[src/rtl/mul_pair_engine.sv]
// Walks NUM_PAIRS signed 16-bit operand pairs in byte memory and writes each
// 32-bit product back big-endian, using a 16-cycle radix-2 Booth sequencer.
module mul_pair_engine #(
    parameter int NUM_PAIRS = 16,
    parameter int SRC_BASE  = 0,
    parameter int DST_BASE  = 64,
    parameter int AW        = 8
) (
    input  logic          clk,
    input  logic          reset,
    input  logic          start,
    output logic          done,
    output logic [AW-1:0] mem_addr,
    input  logic [7:0]    mem_rd_data,
    output logic          mem_wr_en,
    output logic [7:0]    mem_wr_data
);

    localparam int KW = (NUM_PAIRS > 1) ? $clog2(NUM_PAIRS) : 1;

    typedef enum logic [2:0] {
        S_IDLE,
        S_LOAD,
        S_MULT,
        S_STORE,
        S_DONE
    } state_t;

    state_t          state_q, state_d;
    logic            armed_q, armed_d;
    logic [KW-1:0]   k_q, k_d;
    logic [1:0]      byte_q, byte_d;
    logic [3:0]      iter_q, iter_d;
    logic [7:0]      a_hi_q, a_hi_d;
    logic [7:0]      a_lo_q, a_lo_d;
    logic [7:0]      b_hi_q, b_hi_d;
    logic [16:0]     acc_q, acc_d;
    logic [15:0]     q_q, q_d;
    logic            qm1_q, qm1_d;

    logic [16:0]     a_ext;
    logic [16:0]     booth_sum;
    logic [31:0]     product;

    always_ff @(posedge clk) begin
        if (reset) begin
            state_q <= S_IDLE;
            armed_q <= 1'b0;
            k_q     <= '0;
            byte_q  <= '0;
            iter_q  <= '0;
            a_hi_q  <= '0;
            a_lo_q  <= '0;
            b_hi_q  <= '0;
            acc_q   <= '0;
            q_q     <= '0;
            qm1_q   <= 1'b0;
        end else begin
            state_q <= state_d;
            armed_q <= armed_d;
            k_q     <= k_d;
            byte_q  <= byte_d;
            iter_q  <= iter_d;
            a_hi_q  <= a_hi_d;
            a_lo_q  <= a_lo_d;
            b_hi_q  <= b_hi_d;
            acc_q   <= acc_d;
            q_q     <= q_d;
            qm1_q   <= qm1_d;
        end
    end

    // 17-bit accumulator keeps -32768 * -32768 from overflowing mid-sequence.
    always_comb begin
        a_ext = {a_hi_q[7], a_hi_q, a_lo_q};
        unique case ({q_q[0], qm1_q})
            2'b01:   booth_sum = acc_q + a_ext;
            2'b10:   booth_sum = acc_q - a_ext;
            default: booth_sum = acc_q;
        endcase
        product = {acc_q[15:0], q_q};
    end

    always_comb begin
        state_d = state_q;
        armed_d = armed_q;
        k_d     = k_q;
        byte_d  = byte_q;
        iter_d  = iter_q;
        a_hi_d  = a_hi_q;
        a_lo_d  = a_lo_q;
        b_hi_d  = b_hi_q;
        acc_d   = acc_q;
        q_d     = q_q;
        qm1_d   = qm1_q;

        unique case (state_q)
            S_IDLE: begin
                if (start) begin
                    armed_d = 1'b1;
                end else if (armed_q) begin
                    armed_d = 1'b0;
                    k_d     = '0;
                    byte_d  = '0;
                    state_d = S_LOAD;
                end
            end
            S_LOAD: begin
                byte_d = byte_q + 2'd1;
                unique case (byte_q)
                    2'd0: a_hi_d = mem_rd_data;
                    2'd1: a_lo_d = mem_rd_data;
                    2'd2: b_hi_d = mem_rd_data;
                    default: begin
                        // B_lo lands directly in the low byte of Q.
                        q_d     = {b_hi_q, mem_rd_data};
                        acc_d   = '0;
                        qm1_d   = 1'b0;
                        iter_d  = '0;
                        state_d = S_MULT;
                    end
                endcase
            end
            S_MULT: begin
                acc_d  = {booth_sum[16], booth_sum[16:1]};
                q_d    = {booth_sum[0], q_q[15:1]};
                qm1_d  = q_q[0];
                iter_d = iter_q + 4'd1;
                if (iter_q == 4'd15) begin
                    byte_d  = '0;
                    state_d = S_STORE;
                end
            end
            S_STORE: begin
                byte_d = byte_q + 2'd1;
                if (byte_q == 2'd3) begin
                    if (k_q == KW'(NUM_PAIRS - 1)) begin
                        state_d = S_DONE;
                    end else begin
                        k_d     = k_q + 1'b1;
                        state_d = S_LOAD;
                    end
                end
            end
            S_DONE: begin
                if (start) begin
                    armed_d = 1'b1;
                    state_d = S_IDLE;
                end
            end
            default: state_d = S_IDLE;
        endcase
    end

    always_comb begin
        done        = (state_q == S_DONE);
        mem_wr_en   = 1'b0;
        mem_addr    = '0;
        mem_wr_data = '0;
        unique case (state_q)
            S_LOAD: mem_addr = AW'(SRC_BASE) + AW'({k_q, byte_q});
            S_STORE: begin
                mem_wr_en = 1'b1;
                mem_addr  = AW'(DST_BASE) + AW'({k_q, byte_q});
                unique case (byte_q)
                    2'd0:    mem_wr_data = product[31:24];
                    2'd1:    mem_wr_data = product[23:16];
                    2'd2:    mem_wr_data = product[15:8];
                    default: mem_wr_data = product[7:0];
                endcase
            end
            default: ;
        endcase
    end

endmodule
[config.mk]
export PLATFORM = sky130hd
export DESIGN_NAME = mul_pair_engine
export DESIGN_NICKNAME = d
export VERILOG_FILES = /design/src/rtl/mul_pair_engine.sv
export SDC_FILE = /design/constraint.sdc
export NUM_CORES = 1
export LEC_CHECK = 0
export CORE_ASPECT_RATIO = 1.1
export CORE_MARGIN = 1
export CORE_UTILIZATION = 25
export DETAILED_ROUTE_END_ITERATION = 10
export GPL_TIMING_DRIVEN = 0
export PLACE_DENSITY = 0.39
export SLEW_MARGIN = 20
export SYNTH_ARGS = -nofsm -noshare
export SYNTH_HDL_FRONTEND = slang
export SYNTH_SLANG_ARGS = --single-unit
[constraint.sdc]
create_clock -name clk -period 4.4 [get_ports clk]
set_input_delay 0.66 -clock clk [delete_from_list [all_inputs] [get_ports clk]]
set_output_delay 0.66 -clock clk [all_outputs]
set_load 0.005 [all_outputs]
==> results by stage <==
Hold path:
- Along the worst hold path, the cell count comes to 2.
- The path with the worst hold slack has its endpoint at b_hi_q[0].
- The startpoint of the most critical hold path is b_hi_q[0].
- The min-delay analysis places its worst path in the category reg -> reg.

Timing:
- Setup violations remaining at the end of the flow were counted as 0.
- Setup repair after global routing left no endpoint under its margin.
- For this run, the top clock speed supported by timing is 0.282 GHz.
- The number of max-slew violations in the final report is 0.
- The setup TNS is 0 ps.
- The post-layout minimum cycle time is 3550 ps.
- For the pin with the worst max-slew slack, the measured transition is 705 ps.
- The worst path uses 80.6% of the clock period.
- Headroom to the max-slew limit came out at 53.0%.
- The clock arrives with 5.55 ps of skew.
- The final hold violation count is 0.

Final layout:
- At the end of the flow, the number of nets in the layout was 650.
- The number of standard cells in the final layout excluding fillers is 853.
- In the layout the commonest cells are 103 x sky130_fd_sc_hd__nand2_1, 71 x sky130_fd_sc_hd__dfxtp_1, 70 x sky130_fd_sc_hd__nor2_1.
- Compared with the post-synthesis result, the final layout area differs by 19.4%.
- The repair_antennas step left the layout with diodes totalling 0.
- The leading cell type in the layout, fill and taps excluded is sky130_fd_sc_hd__nand2_1.
- Of the cells placed in the final design, the portion with a size suffix greater than 1 is 5.98%.
- For this run, the share of the core covered by cells in the final layout is 30.6%.

Pwr:
- The leakage dissipation is 1.81 nW.
- Power spread over the standard cell area amounts to 432 nW/um^2.
- Across the VDD grid, the largest voltage drop is 0.186 mV.
- The design draws 0.00226 W.

Synthesis:
- The number of distinct library cell variants in the gate-level netlist after synthesis is 55.
- Synthesis inferred 71 register bits.
- The top cell type by total area after synthesis is sky130_fd_sc_hd__dfxtp_1.
- In the synthesized netlist the dominant register cell turns out to be sky130_fd_sc_hd__dfxtp_1.
- The count of flip-flops with a built-in enable after synthesis is 0.
- The instance count of the mapped netlist is 577.
- The post-synthesis area per instance is 7.58 um^2.
- After synthesis the cells add up to 4370 um^2.
- The async set or reset register ratio after synthesis is 0%.
- In this run the biggest area consumer among cell types represents 32.5% of the synthesized area.
- Of the synthesized area, sequential elements account for 32.5%.
- By area the synthesized netlist is led by sky130_fd_sc_hd__dfxtp_1 33%, sky130_fd_sc_hd__nand2_1 8.8%, sky130_fd_sc_hd__a21oi_1 7.0%.
- For this run, the number of Yosys warnings is 0.
- Synthesis produced a netlist with a net count of 613.

Critical path:
- The critical path startpoint category is a flop.
- The start of the worst register-to-register path is q_q[0].
- At the worst endpoint, the required time is 4610 ps.
- Walking the worst path, the cells encountered are ha_1, clkbuf_1, clkbuf_1, nor2_1, xnor2_1, ha_1, o21ai_1, a211oi_1, o41ai_2, o211ai_1, xnor2_1, o22ai_1.
- In this design, the stage delay of the slowest critical-path cell is 520 ps.
- The library cell contributing the largest single delay on the critical path is sky130_fd_sc_hd__o41ai_2.
- Across all register-to-register paths, the minimum setup slack is 850 ps.
- The worst flop-to-flop path endpoint is acc_q[14].
- The length in cells of the worst reg-to-reg path is 12.
- STA classifies the critical path endpoint as a flop.
- The arrival time of the worst setup path is 3750 ps.
- The startpoint-to-endpoint class of the critical path is reg -> reg.
- The peak fanout along the critical path is 10.

Floorplan:
- The die width is 128 um.
- For this configuration, the core starts out at a cell density of 25.6%.
- In this run the vertical extent of the chip is 141 um.
- The die covers 18000 um^2.
- The top-level port count is 29.
- Row generation in the floorplan step produced 50 rows.
- The floorplan step defined a core boundary enclosing 17100 um^2.

Route:
- The uppermost metal layer occupied by signal nets is met4.
- The first-pass iteration count of the detailed router is 5.
- The length of routed wiring on met1 is 7130 um.
- The detailed route wirelength on metal3 is 387 um.
- The number of nets still failing antenna checks after routing is 0.
- The count of vias placed by the detailed router is 4217.
- In the final routed layout, each cell accounts on average for 17.0 um.
- The remaining design rule violation count is 0.
- Wires add up to 14500 um.
- After detailed routing, the met2 layer carries 6670 um of wire.
- The average via count per standard cell is 4.94.
- The iteration-0 DRC count of the detailed router is 236.

CTS:
- The buffer cell driving the clock tree root is sky130_fd_sc_hd__clkbuf_16.
- The clock insertion delay at the later pin of the skew report is 350 ps.
- The maximum buffer depth of the clock tree is 2.
- Clock-pin slew was measured on the worst setup and hold paths at 60 ps.
- In this run, CTS created clock tree buffers numbering 9.
- The TritonCTS clock tree is built.
- Once the clock tree was built, the setup fixing pass inserted 0 buffers.
- The level count of the clock H-tree is 3.
- In this run, post-CTS repair resized a total of 0 instances.
- In this run, post-CTS hold repair placed 0 buffers.
- The number of sinks on the clock net is 71.

Global route:
- The initial antenna violation count is 0.
- Entering global routing, the biggest net connects 13 pins.
- The total grt overflow is 0.
- The via count of the first global-routing pass is 4118.
- The first global-routing pass estimated 22900 um of wire.
- The total global routing track utilization is 16.8%.

Placed design:
- In this run, placement finished with an instance count of 837.
- After legalization and detailed placement, the total HPWL measured 11200 um.
- The number of buffer cells added on primary ports is 26.
- Routability-driven placement finished with a final weighted congestion of 0.767.

Run status:
- The run finished with clean final reports.

Job:
- The reported max-cap violation count is 0.
## critical path: cells and delay by family (launching register included)
family / cells / cell delay [ps]
buffers and inverters: 2 / 720
and+or+nand+nor: 1 / 110
xor gates and xnor gates: 2 / 520
adders and majority gates: 2 / 530
DFF: 1 / 400
AOI/OAI and AO/OA: 5 / 1110
## stage by stage
step / area, um^2 / hold slack, ps / setup slack, ps
after floorplan: 4370 / 437 / 1490
after global placement: 4930 / 447 / 849
after detailed placement: 4930 / 452 / 847
after CTS: 5220 / 462 / 806
after global routing: 5220 / 476 / 594
final: 5220 / 460 / 855
## synth_stat cells (3+ instances only)
master,n
sky130_fd_sc_hd__o22ai_1,7
sky130_fd_sc_hd__nand3b_1,5
sky130_fd_sc_hd__xor2_1,7
sky130_fd_sc_hd__a211oi_1,5
sky130_fd_sc_hd__a222oi_1,10
sky130_fd_sc_hd__ha_1,24
sky130_fd_sc_hd__xnor2_1,21
sky130_fd_sc_hd__nand2b_1,5
sky130_fd_sc_hd__inv_1,13
sky130_fd_sc_hd__dfxtp_1,71
sky130_fd_sc_hd__a21oi_1,61
sky130_fd_sc_hd__o21ai_1,6
sky130_fd_sc_hd__and2_1,13
sky130_fd_sc_hd__a311oi_1,17
sky130_fd_sc_hd__a22oi_1,13
sky130_fd_sc_hd__o21ai_0,10
sky130_fd_sc_hd__nor2_1,70
sky130_fd_sc_hd__or3_1,3
sky130_fd_sc_hd__nor2b_1,3
sky130_fd_sc_hd__a31oi_1,4
sky130_fd_sc_hd__o21a_1,4
sky130_fd_sc_hd__nor3_1,10
sky130_fd_sc_hd__and3_1,3
sky130_fd_sc_hd__nand4_1,4
sky130_fd_sc_hd__buf_2,12
sky130_fd_sc_hd__nand2_1,103
sky130_fd_sc_hd__a21o_1,9
sky130_fd_sc_hd__nand3_1,5
sky130_fd_sc_hd__clkbuf_1,25
sky130_fd_sc_hd__o21bai_1,3
## how the worst max path moves through the flow
stage / endpoint / startpoint / cells after the start / slack (ps)
6_report: acc_q[14] / q_q[0] / 12 / 850
5_1_grt: acc_q[13] / q_q[0] / 12 / 590
4_1_cts: acc_q[14] / q_q[0] / 12 / 810
3_5_place_dp: acc_q[14] / q_q[0] / 12 / 850
3_3_place_gp: acc_q[14] / q_q[0] / 12 / 850
2_1_floorplan: acc_q[15] / a_lo_q[2] / 13 / 1490
## metal layers
metal,vias to the layer above,GRT usage (%)
met1,2018,22.6
met4,0,6.01
met5,-,0
li1,2118,-
met3,18,2.69
met2,63,27.0
## report_power, final
part	internal [W]	leakage [nW]	switching [W]	total [W]
logic	0.000346	1.09	0.000496	0.000842
registers	0.000663	0.573	0.0000234	0.000687
clock network	0.000428	0.141	0.000301	0.000729
total	0.00144	1.81	0.000821	0.00226
## state kept, by name, indices dropped and copies added, names as in the netlist, 2 cells and up
signal,count
b_hi_q,8
q_q,16
a_lo_q,8
state_q,3
k_q,4
acc_q,16
byte_q,2
a_hi_q,8
iter_q,4
## final cells by class
type                            instances  area, um^2
Fill cell                            1806       11900
Multi-Input combinational cell        454        2740
Sequential cell                        71        1420
Tap cell                              234         293
Clock buffer                           12         267
Timing Repair Buffer                   26         260
Buffer                                 39         165
Inverter                               13        48.8
Clock inverter                          4        28.8
## cell families after synthesis
kind of cell | Yosys count | synth area share (%)
and+or+nand+nor | 234 | 23.8
AOI/OAI and AO/OA | 163 | 25.1
DFF | 71 | 32.5
buffers and inverters | 52 | 4.89
xor gates and xnor gates | 28 | 5.61
adders and majority gates | 25 | 7.32
muxes | 3 | 0.715
other | 1 | 0.0858
Note: power is estimated with default switching activity, not from simulation.
